File: src/rtl/pipeline_pkg.sv
// Shared pipeline definitions: instruction word width, NOP encoding, default
// reset PC and the fetch-queue entry layout.
package pipeline_pkg;

   localparam int                WORD_W           = 32;
   localparam logic [WORD_W-1:0] NOP_INSTR        = 32'h0000_0000;
   localparam logic [WORD_W-1:0] DEFAULT_RESET_PC = 32'h0000_0000;

   // Width of the in-flight and discard trackers; generous so that repeated
   // redirects against a slow memory cannot wrap the discard count.
   localparam int                TRK_W            = 8;

   typedef struct packed {
      logic [WORD_W-1:0] pc_plus1;
      logic [WORD_W-1:0] instr;
   } fq_entry_t;

endpackage

File: src/rtl/fetch_fifo.sv
// Circular buffer of fetched {pc+1, instr} entries with push, pop, flush and
// an occupancy count that discriminates full from empty.
module fetch_fifo
   import pipeline_pkg::*;
#(
   parameter int DEPTH = 4
) (
   input  logic                   clk_i,
   input  logic                   rst_ni,
   input  logic                   push_i,
   input  fq_entry_t              push_data_i,
   input  logic                   pop_i,
   input  logic                   flush_i,
   output logic                   valid_o,
   output fq_entry_t              data_o,
   output logic [$clog2(DEPTH):0] count_o
);

   localparam int             AW   = $clog2(DEPTH);
   localparam int             CW   = AW + 1;
   localparam logic [AW:0]    FULL = CW'(DEPTH);

   fq_entry_t         mem_q [DEPTH];
   logic [AW-1:0]     rd_ptr_q, rd_ptr_d;
   logic [AW-1:0]     wr_ptr_q, wr_ptr_d;
   logic [AW:0]       count_q, count_d;
   logic              do_push, do_pop;

   assign do_pop  = pop_i && (count_q != '0);
   assign do_push = push_i && ((count_q != FULL) || do_pop);

   // Pointers are exactly AW bits wide, so they wrap modulo DEPTH on their own.
   always_comb begin
      rd_ptr_d = rd_ptr_q;
      wr_ptr_d = wr_ptr_q;
      count_d  = count_q;
      if (flush_i) begin
         rd_ptr_d = '0;
         wr_ptr_d = '0;
         count_d  = '0;
      end else begin
         if (do_push) wr_ptr_d = wr_ptr_q + 1'b1;
         if (do_pop)  rd_ptr_d = rd_ptr_q + 1'b1;
         count_d = count_q + CW'(do_push) - CW'(do_pop);
      end
   end

   always_ff @(posedge clk_i or negedge rst_ni) begin
      if (!rst_ni) begin
         rd_ptr_q <= '0;
         wr_ptr_q <= '0;
         count_q  <= '0;
      end else begin
         rd_ptr_q <= rd_ptr_d;
         wr_ptr_q <= wr_ptr_d;
         count_q  <= count_d;
      end
   end

   // Storage carries no reset; an empty queue is masked by count.
   always_ff @(posedge clk_i) begin
      if (do_push && !flush_i) mem_q[wr_ptr_q] <= push_data_i;
   end

   assign valid_o = (count_q != '0);
   assign data_o  = mem_q[rd_ptr_q];
   assign count_o = count_q;

endmodule

File: src/rtl/fetch_queue.sv
// Instruction fetch queue: issues sequential word fetches, buffers in-order
// responses, and flushes/refetches on redirect while dropping stale responses.
module fetch_queue
   import pipeline_pkg::*;
#(
   parameter int                DEPTH           = 4,
   parameter logic [WORD_W-1:0] RESET_PC        = DEFAULT_RESET_PC,
   parameter int                MAX_OUTSTANDING = 2
) (
   input  logic              clock,
   input  logic              reset,
   output logic              imem_req,
   output logic [WORD_W-1:0] imem_addr,
   input  logic              imem_valid,
   input  logic [WORD_W-1:0] imem_rdata,
   input  logic              redirect,
   input  logic [WORD_W-1:0] redirect_pc,
   input  logic              hold,
   output logic              out_valid,
   output logic [WORD_W-1:0] out_instr,
   output logic [WORD_W-1:0] out_pc_plus1
);

   localparam logic [TRK_W-1:0]  MAX_OUT_T = TRK_W'(MAX_OUTSTANDING);
   localparam logic [WORD_W-1:0] DEPTH_T   = WORD_W'(DEPTH);

   logic [WORD_W-1:0]     fetch_pc_q, fetch_pc_d;
   logic [TRK_W-1:0]      outst_q, outst_d;
   logic [TRK_W-1:0]      discard_q, discard_d;
   logic [$clog2(DEPTH):0] fifo_count;
   logic                  fifo_valid;
   fq_entry_t             fifo_head, push_entry;
   logic [WORD_W-1:0]     occupancy;
   logic                  issue, resp_live, push, pop;

   // Queue slots are reserved at request time, so responses can never overflow.
   assign occupancy = WORD_W'(fifo_count) + WORD_W'(outst_q);
   assign issue     = reset && !redirect && (occupancy < DEPTH_T) && (outst_q < MAX_OUT_T);
   assign resp_live = imem_valid && (discard_q == '0);
   assign push      = resp_live && !redirect;
   assign pop       = fifo_valid && !hold && !redirect;

   // Live requests are consecutive, so the oldest one is fetch_pc - outstanding.
   assign push_entry.pc_plus1 = fetch_pc_q - WORD_W'(outst_q) + 32'd1;
   assign push_entry.instr    = imem_rdata;

   always_comb begin
      fetch_pc_d = fetch_pc_q;
      outst_d    = outst_q;
      discard_d  = discard_q;
      if (redirect) begin
         fetch_pc_d = redirect_pc;
         outst_d    = '0;
         discard_d  = discard_q + outst_q - TRK_W'(imem_valid);
      end else begin
         if (issue) fetch_pc_d = fetch_pc_q + 32'd1;
         outst_d = outst_q + TRK_W'(issue) - TRK_W'(resp_live);
         if (imem_valid && !resp_live) discard_d = discard_q - 1'b1;
      end
   end

   always_ff @(posedge clock or negedge reset) begin
      if (!reset) begin
         fetch_pc_q <= RESET_PC;
         outst_q    <= '0;
         discard_q  <= '0;
      end else begin
         fetch_pc_q <= fetch_pc_d;
         outst_q    <= outst_d;
         discard_q  <= discard_d;
      end
   end

   fetch_fifo #(
      .DEPTH (DEPTH)
   ) u_fifo (
      .clk_i       (clock),
      .rst_ni      (reset),
      .push_i      (push),
      .push_data_i (push_entry),
      .pop_i       (pop),
      .flush_i     (redirect),
      .valid_o     (fifo_valid),
      .data_o      (fifo_head),
      .count_o     (fifo_count)
   );

   assign imem_req     = issue;
   assign imem_addr    = fetch_pc_q;
   assign out_valid    = fifo_valid;
   assign out_instr    = fifo_valid ? fifo_head.instr : NOP_INSTR;
   assign out_pc_plus1 = fifo_valid ? fifo_head.pc_plus1 : '0;

endmodule

File: config.mk
export PLATFORM = sky130hd
export DESIGN_NAME = fetch_queue
export DESIGN_NICKNAME = d
export VERILOG_FILES = /design/src/rtl/pipeline_pkg.sv /design/src/rtl/fetch_fifo.sv /design/src/rtl/fetch_queue.sv
export SDC_FILE = /design/constraint.sdc
export NUM_CORES = 1
export LEC_CHECK = 0
export CORE_ASPECT_RATIO = 1.1
export CORE_MARGIN = 2
export CORE_UTILIZATION = 40
export CTS_CLUSTER_DIAMETER = 30
export DETAILED_ROUTE_END_ITERATION = 6
export SETUP_SLACK_MARGIN = 0.05
export SYNTH_ARGS = -nofsm -noshare
export SYNTH_HDL_FRONTEND = slang
export SYNTH_SLANG_ARGS = --single-unit
File: constraint.sdc
create_clock -name clock -period 7.51 [get_ports clock]
set_input_delay 1.1265 -clock clock [delete_from_list [all_inputs] [get_ports clock]]
set_output_delay 1.1265 -clock clock [all_outputs]
set_load 0.02 [all_outputs]
==> results of run 1 <==
## per-layer routing
| metal | vias to the layer above | part of all wire |
|---|---|---|
| met5 | - | 0 |
| met4 | 0 | 0.020 |
| met3 | 55 | 0.060 |
| met2 | 299 | 0.46 |
| met1 | 4882 | 0.46 |
| li1 | 4654 | - |
## Yosys cell counts (8+ instances only)
master / number
edfxtp_1: 256
ha_1: 102
inv_1: 81
and2_1: 75
mux4_2: 64
dfrtp_1: 55
nand2_1: 46
o21ai_0: 46
nor2_1: 41
a21oi_1: 38
xnor2_1: 38
a221o_1: 28
clkbuf_1: 28
and3_1: 25
nor3_1: 18
a21o_1: 17
xor2_1: 12
nand3_1: 10
buf_2: 9
nor2b_1: 8
## logic make-up (layout without fill, tap and decap cells)
family,Yosys count,count (layout)
flops,311,311
simple gates,260,260
compound gates,198,198
buf+inv,125,372
fa+ha+maj,106,106
mux,71,71
xor+xnor,50,50
## area by class of cell
| type | instances | area, sq um | share of cell area |
|---|---|---|---|
| timing repair buffer | 176 | 1730 | 0.0861 |
| clock buffer | 63 | 1520 | 0.0760 |
| sequential | 311 | 9070 | 0.452 |
| clock inverter | 51 | 647 | 0.0323 |
| tap | 507 | 634 | 0.0316 |
| inverter | 82 | 313 | 0.0156 |
| multi-input combinational | 685 | 6140 | 0.306 |
## where the power goes
part | total, W | internal [W] | switching, W
clock | 0.00280 | 0.00187 | 0.000932
sequential | 0.00229 | 0.00214 | 0.000157
combinational | 0.00261 | 0.00117 | 0.00144
total | 0.00770 | 0.00518 | 0.00253
## flip-flops by register name, indices dropped and copies added (netlist names)
register	flops
discard_q	8
u_fifo.rd_ptr_q	2
imem_addr	32
u_fifo.wr_ptr_q	2
u_fifo.count_o	3
u_fifo.mem_q	256
outst_q	8
## cells in the final DEF, fill, tap and decap left out, types with 7 or more instances in the layout
| cell | count |
|---|---|
| a21o_1 | 17 |
| a21oi_1 | 38 |
| a221o_1 | 28 |
| and2_1 | 71 |
| and3_1 | 25 |
| buf_4 | 10 |
| bufinv_16 | 11 |
| clkbuf_16 | 60 |
| clkdlybuf4s50_1 | 164 |
| clkinv_2 | 8 |
| clkinv_4 | 10 |
| dfrtp_1 | 53 |
| edfxtp_1 | 256 |
| ha_1 | 102 |
| inv_1 | 80 |
| inv_6 | 12 |
| mux4_2 | 64 |
| nand2_1 | 46 |
| nand3_1 | 10 |
| nor2_1 | 41 |
| nor2b_1 | 8 |
| nor3_1 | 18 |
| o21a_1 | 7 |
| o21ai_0 | 46 |
| xnor2_1 | 38 |
| xor2_1 | 12 |
## metrics by stage
step                power, W  instance area [sq um]
global route         0.00815                  20000
detailed placement   0.00494                  17900
floorplan            0.00404                  15700
finish               0.00770                  20000
CTS                  0.00779                  20000
global placement     0.00491                  17900
## final timing paths
kind | startpoint | end | slack (ns) | cells after the start
max | u_fifo.count_o[2] | imem_req | 2.67 | 9
min | u_fifo.wr_ptr_q[0] | u_fifo.wr_ptr_q[0] | 0.55 | 1
max reg2reg | u_fifo.count_o[2] | outst_q[6] | 3.52 | 17
min reg2reg | u_fifo.wr_ptr_q[0] | u_fifo.wr_ptr_q[0] | 0.55 | 1
max in group asynchronous | reset | u_fifo.rd_ptr_q[0] | 6.16 | 2
min in group asynchronous | reset | imem_addr[27] | 0.80 | 2
==> impl_metrics.tcl, run 1 <==
set metrics [dict create \
    status "complete, no violations" \
    report.final.slew_viol_count 0 \
    rsz0062_at_grt "false" \
    n_antenna_cell 0 \
    cts.sinks 311 \
    max_cap_violations 0 \
    yosysTopAreaCellShare 0.490 \
    synth_nets 1296 \
    dp_cells 1761 \
    fin_tns_setup_ns 0 \
    worstPathCellList "ha_1, nand4_1, a221oi_1, a41oi_1, a2111o_1, or2_1, buf_4, inv_6, clkdlybuf4s50_1" \
    insertion_delay_ns 0.58 \
    synth.yosys.warnings 0 \
    synthAdderAreaFrac 0.0864 \
    fin_ws_ns 2.67 \
    clock-root-buffer "clkbuf_16" \
    max_freq_ghz 0.207 \
    hp-class "reg2reg" \
    setup_viol 0 \
    use_met3 0.0338 \
    hold_viol 0 \
    synth-edff-count 256 \
    cts_tree "done" \
    worst_pin_slew_ns 0.980 \
    synthMuxAreaShare 0.0964 \
    path_clk_slew_ns 0.05 \
    cts_resized 0 \
    fin_crit_ns 4.84 \
    rows 76 \
    synth-xor-area-share 0.0279 \
    synth_area_sq_um 15700 \
    routabilityCongestion 0.841 \
    vdd_drop_max_v 0.000224 \
    start_util 0.404 \
    ys_seq_elements 311 \
    dp_slack_ns 2.92 \
    grt_busiest_layer "met2" \
    postLayoutCoreUtil 0.515 \
    port_buffers 166 \
    synthArstFlopShare 0.177 \
    grt_remaining_overflow 0 \
    leakagePower_nw 7.50 \
    grt_pass1_wl_mm 56.3 \
    antenna_found_initial 0 \
    dpl.hpwl_mm 23.3 \
    via_per_inst 5.27 \
    wl_per_cell_um 19.2 \
    grt_max_degree 66 \
    cpPeakStageDelay_ns 0.65 \
    synth_ff_type "edfxtp_1" \
    path_max_fanout 34 \
    crit_buf_inv 3 \
    core_sq_um 38900 \
    slowest_stage "clkdlybuf4s50_1" \
    synth_cells 1121 \
    finClkSkew_ns 0.0140 \
    synth_cell_types 70 \
    critPathRequiredTime_ns 6.38 \
    fin_nets 1491 \
    use_met2 0.285 \
    die_w_um 193 \
    hold_ws_ns 0.547 \
    slew_headroom 0.346 \
    worstSetupPathType "reg2out" \
    clk_path_buf_depth 3 \
    syn_area_per_cell_sq_um 14.0 \
    synth-compound-area-share 0.0879 \
    endpoint_kind "output port" \
    synthSimpleGateAreaFrac 0.0921 \
    fin_crit_sh 0.644 \
    ios 167 \
    htree_num_levels 2 \
    post_cts_buffers 0 \
    grt_util_all_layers 0.179 \
    start_kind "register" \
    dieArea_sq_um 40800 \
    synth_top_family_by_area "multiplexers" \
    numCtsBuffers 60 \
    instances_no_fill 1875 \
    wl_mm 36.1 \
    vias 9890 \
    synth.area.top_cells "edfxtp_1 (49%), mux4_2 (9.2%), dfrtp_1 (8.8%)" \
    first_global_vias 10200 \
    first_pass_iters 5 \
    antenna_left 0 \
    drive_gt1_frac 0.154 \
    p_per_area_nw_per_um2 384 \
    drtIter0Drc 500 \
    path_delay_family "buffers and inverters" \
    fillers 3321 \
    ctsHoldBuffers 0 \
    seq_area_frac_synth 0.577 \
    critical_path_arrival_ns 3.71 \
    syn2layout_area_growth_pct 27.7 \
    yosys.area.top_type "edfxtp_1" \
    die_h_um 212 \
    grt_util_met1 0.250 \
    drc 0 \
]
Power figures use the tool's default switching activity.
==> run 2: changes to the inputs <==
==> constraint.sdc (replaced) <==
create_clock -name clock -period 4.4 [get_ports clock]
set_input_delay 0.66 -clock clock [delete_from_list [all_inputs] [get_ports clock]]
set_output_delay 0.66 -clock clock [all_outputs]
set_load 0.02 [all_outputs]
==> impl_metrics.tcl, run 2 (synthesized netlist as in run 1, its figures left out) <==
set metrics [dict create \
    status "complete, no violations" \
    worstSetupPathType "reg2out" \
    ios 167 \
    antenna_found_initial 3 \
    fin_crit_ns 4.02 \
    r2r_cells 13 \
    finClkSkew_ns 0.0176 \
    ctsHoldBuffers 0 \
    vdd_drop_max_v 0.000340 \
    die_w_um 193 \
    cts_tree "done" \
    wl_per_cell_um 19.3 \
    worst_pin_slew_ns 0.781 \
    grt_remaining_overflow 0 \
    routabilityCongestion 0.817 \
    grt_pass1_wl_mm 58.1 \
    wl_mm 36.9 \
    slew_headroom 0.479 \
    max_cap_violations 0 \
    p_sw_w 0.00440 \
    fin_tns_setup_ns 0 \
    slowest_stage "clkdlybuf4s50_1" \
    drive_gt1_frac 0.167 \
    start_util 0.404 \
    drtIter0Drc 535 \
    largest_reg_flops 256 \
    fin_crit_sh 0.914 \
    leakagePower_nw 7.72 \
    combPwrFrac 0.329 \
    rows 76 \
    dieArea_sq_um 40800 \
    first_global_vias 10500 \
    clk_path_buf_depth 3 \
    switching_share 0.320 \
    p_int_w 0.00934 \
    power_frac_clock 0.390 \
    die_h_um 212 \
    report.final.slew_viol_count 0 \
    htree_num_levels 3 \
    final_cell_mix "edfxtp_1 (256), clkdlybuf4s50_1 (164), ha_1 (102)" \
    worstReg2RegStart "imem_addr[1]" \
    fin_nets 1517 \
    syn2layout_area_growth_pct 31.1 \
    cts_resized 0 \
    critical_path_arrival_ns 3.36 \
    numCtsBuffers 76 \
    first_pass_iters 4 \
    via_per_inst 5.24 \
    endpoint_kind "output port" \
    clock-root-buffer "clkbuf_16" \
    insertion_delay_ns 0.57 \
    core_sq_um 38900 \
    grt_max_degree 61 \
    rrSetupSlack_ns 0.87 \
    hold_viol 0 \
    start_kind "register" \
    critPathRequiredTime_ns 3.74 \
    path_max_fanout 29 \
    cpPeakStageDelay_ns 0.65 \
    max_freq_ghz 0.249 \
    hold_ws_ns 0.345 \
    port_buffers 166 \
    setup_viol 0 \
    p_per_area_nw_per_um2 667 \
    regMostFlops "u_fifo.mem_q" \
    drc 0 \
    vias 10000 \
    n_antenna_cell 0 \
    r2r_end "u_fifo.mem_q[0][63]" \
    antenna_left 0 \
    rsz0062_at_grt "false" \
    cts.sinks 311 \
    path_clk_slew_ns 0.05 \
    worstPathCellList "ha_1, nand4_1, a221oi_1, a41oi_1, a2111o_1, or2_1, inv_6, clkdlybuf4s50_1" \
    fillers 3307 \
    post_cts_buffers 0 \
    pwr-share-seq 0.282 \
    hp-class "in2async" \
    dpl.hpwl_mm 24.7 \
    grt_util_all_layers 0.186 \
    final_common_cell "edfxtp_1" \
]
-- run 2: cell count changes in the layout (fill, tap and decap cells not counted), sizes merged --
cell,previous run,this run
clkbuf,63,88
inv,94,85
clkinv,22,28
clkinvlp,6,14
buf,12,22
bufinv,11,7
-- run 2: worst max-delay path by stage --
stage                                 start                 end  slack [ns]  depth (start not counted)
after floorplan                discard_q[3]  u_fifo.mem_q[0][0]        0.91                          6
after global placement           imem_valid          outst_q[7]        0.88                         12
after detailed placement         imem_valid          outst_q[7]        0.82                         12
after CTS                 u_fifo.count_o[2]            imem_req        0.35                          8
after global routing      u_fifo.count_o[2]            imem_req        0.25                          8
final                     u_fifo.count_o[2]            imem_req        0.38                          8
-- run 2: cell type report --
cell class,instances,area (sq um),share of cell area
Sequential cell,311,9070,0.441
Multi-Input combinational cell,685,6140,0.298
Clock buffer,88,2010,0.0977
Timing Repair Buffer,186,1910,0.0930
Tap cell,507,634,0.0308
Clock inverter,52,504,0.0245
Inverter,82,313,0.0152
-- run 2: routing by layer --
| metal | vias to the layer above | GRT usage | part of all wire |
|---|---|---|---|
| met5 | - | 0 | 0.00062 |
| met4 | 4 | 0.0637 | 0.016 |
| met3 | 54 | 0.0454 | 0.064 |
| met2 | 267 | 0.292 | 0.46 |
| met1 | 4947 | 0.251 | 0.46 |
| li1 | 4741 | - | - |
-- run 2: power groups by stage --
stage	clock network (W)	logic [W]	registers (W)
after floorplan	0	0.00301	0.00388
after global placement	0	0.00450	0.00391
after detailed placement	0	0.00455	0.00391
after CTS	0.00546	0.00458	0.00387
after global routing	0.00562	0.00500	0.00389
final	0.00535	0.00451	0.00387
-- run 2: stage by stage --
step / util / area (sq um) / setup WS (ns) / total power, W / std cells
after detailed placement: 0.465 / 18100 / 0.823 / 0.00847 / 1771
after CTS: 0.529 / 20600 / 0.355 / 0.0139 / 1911
final: 0.529 / 20600 / 0.377 / 0.0137 / 1911
after floorplan: - / 15700 / 0.906 / 0.00689 / 1121
after global placement: 0.465 / 18100 / 0.876 / 0.00841 / 1771
after global routing: 0.529 / 20600 / 0.245 / 0.0145 / 1911
-- run 2: worst max-delay path: cells and delay by family, from the launching register on --
family	cells	cell delay, ns
flops	1	0.42
fa+ha+maj	1	0.35
buf+inv	2	0.87
simple gates	2	0.46
compound gates	3	0.71
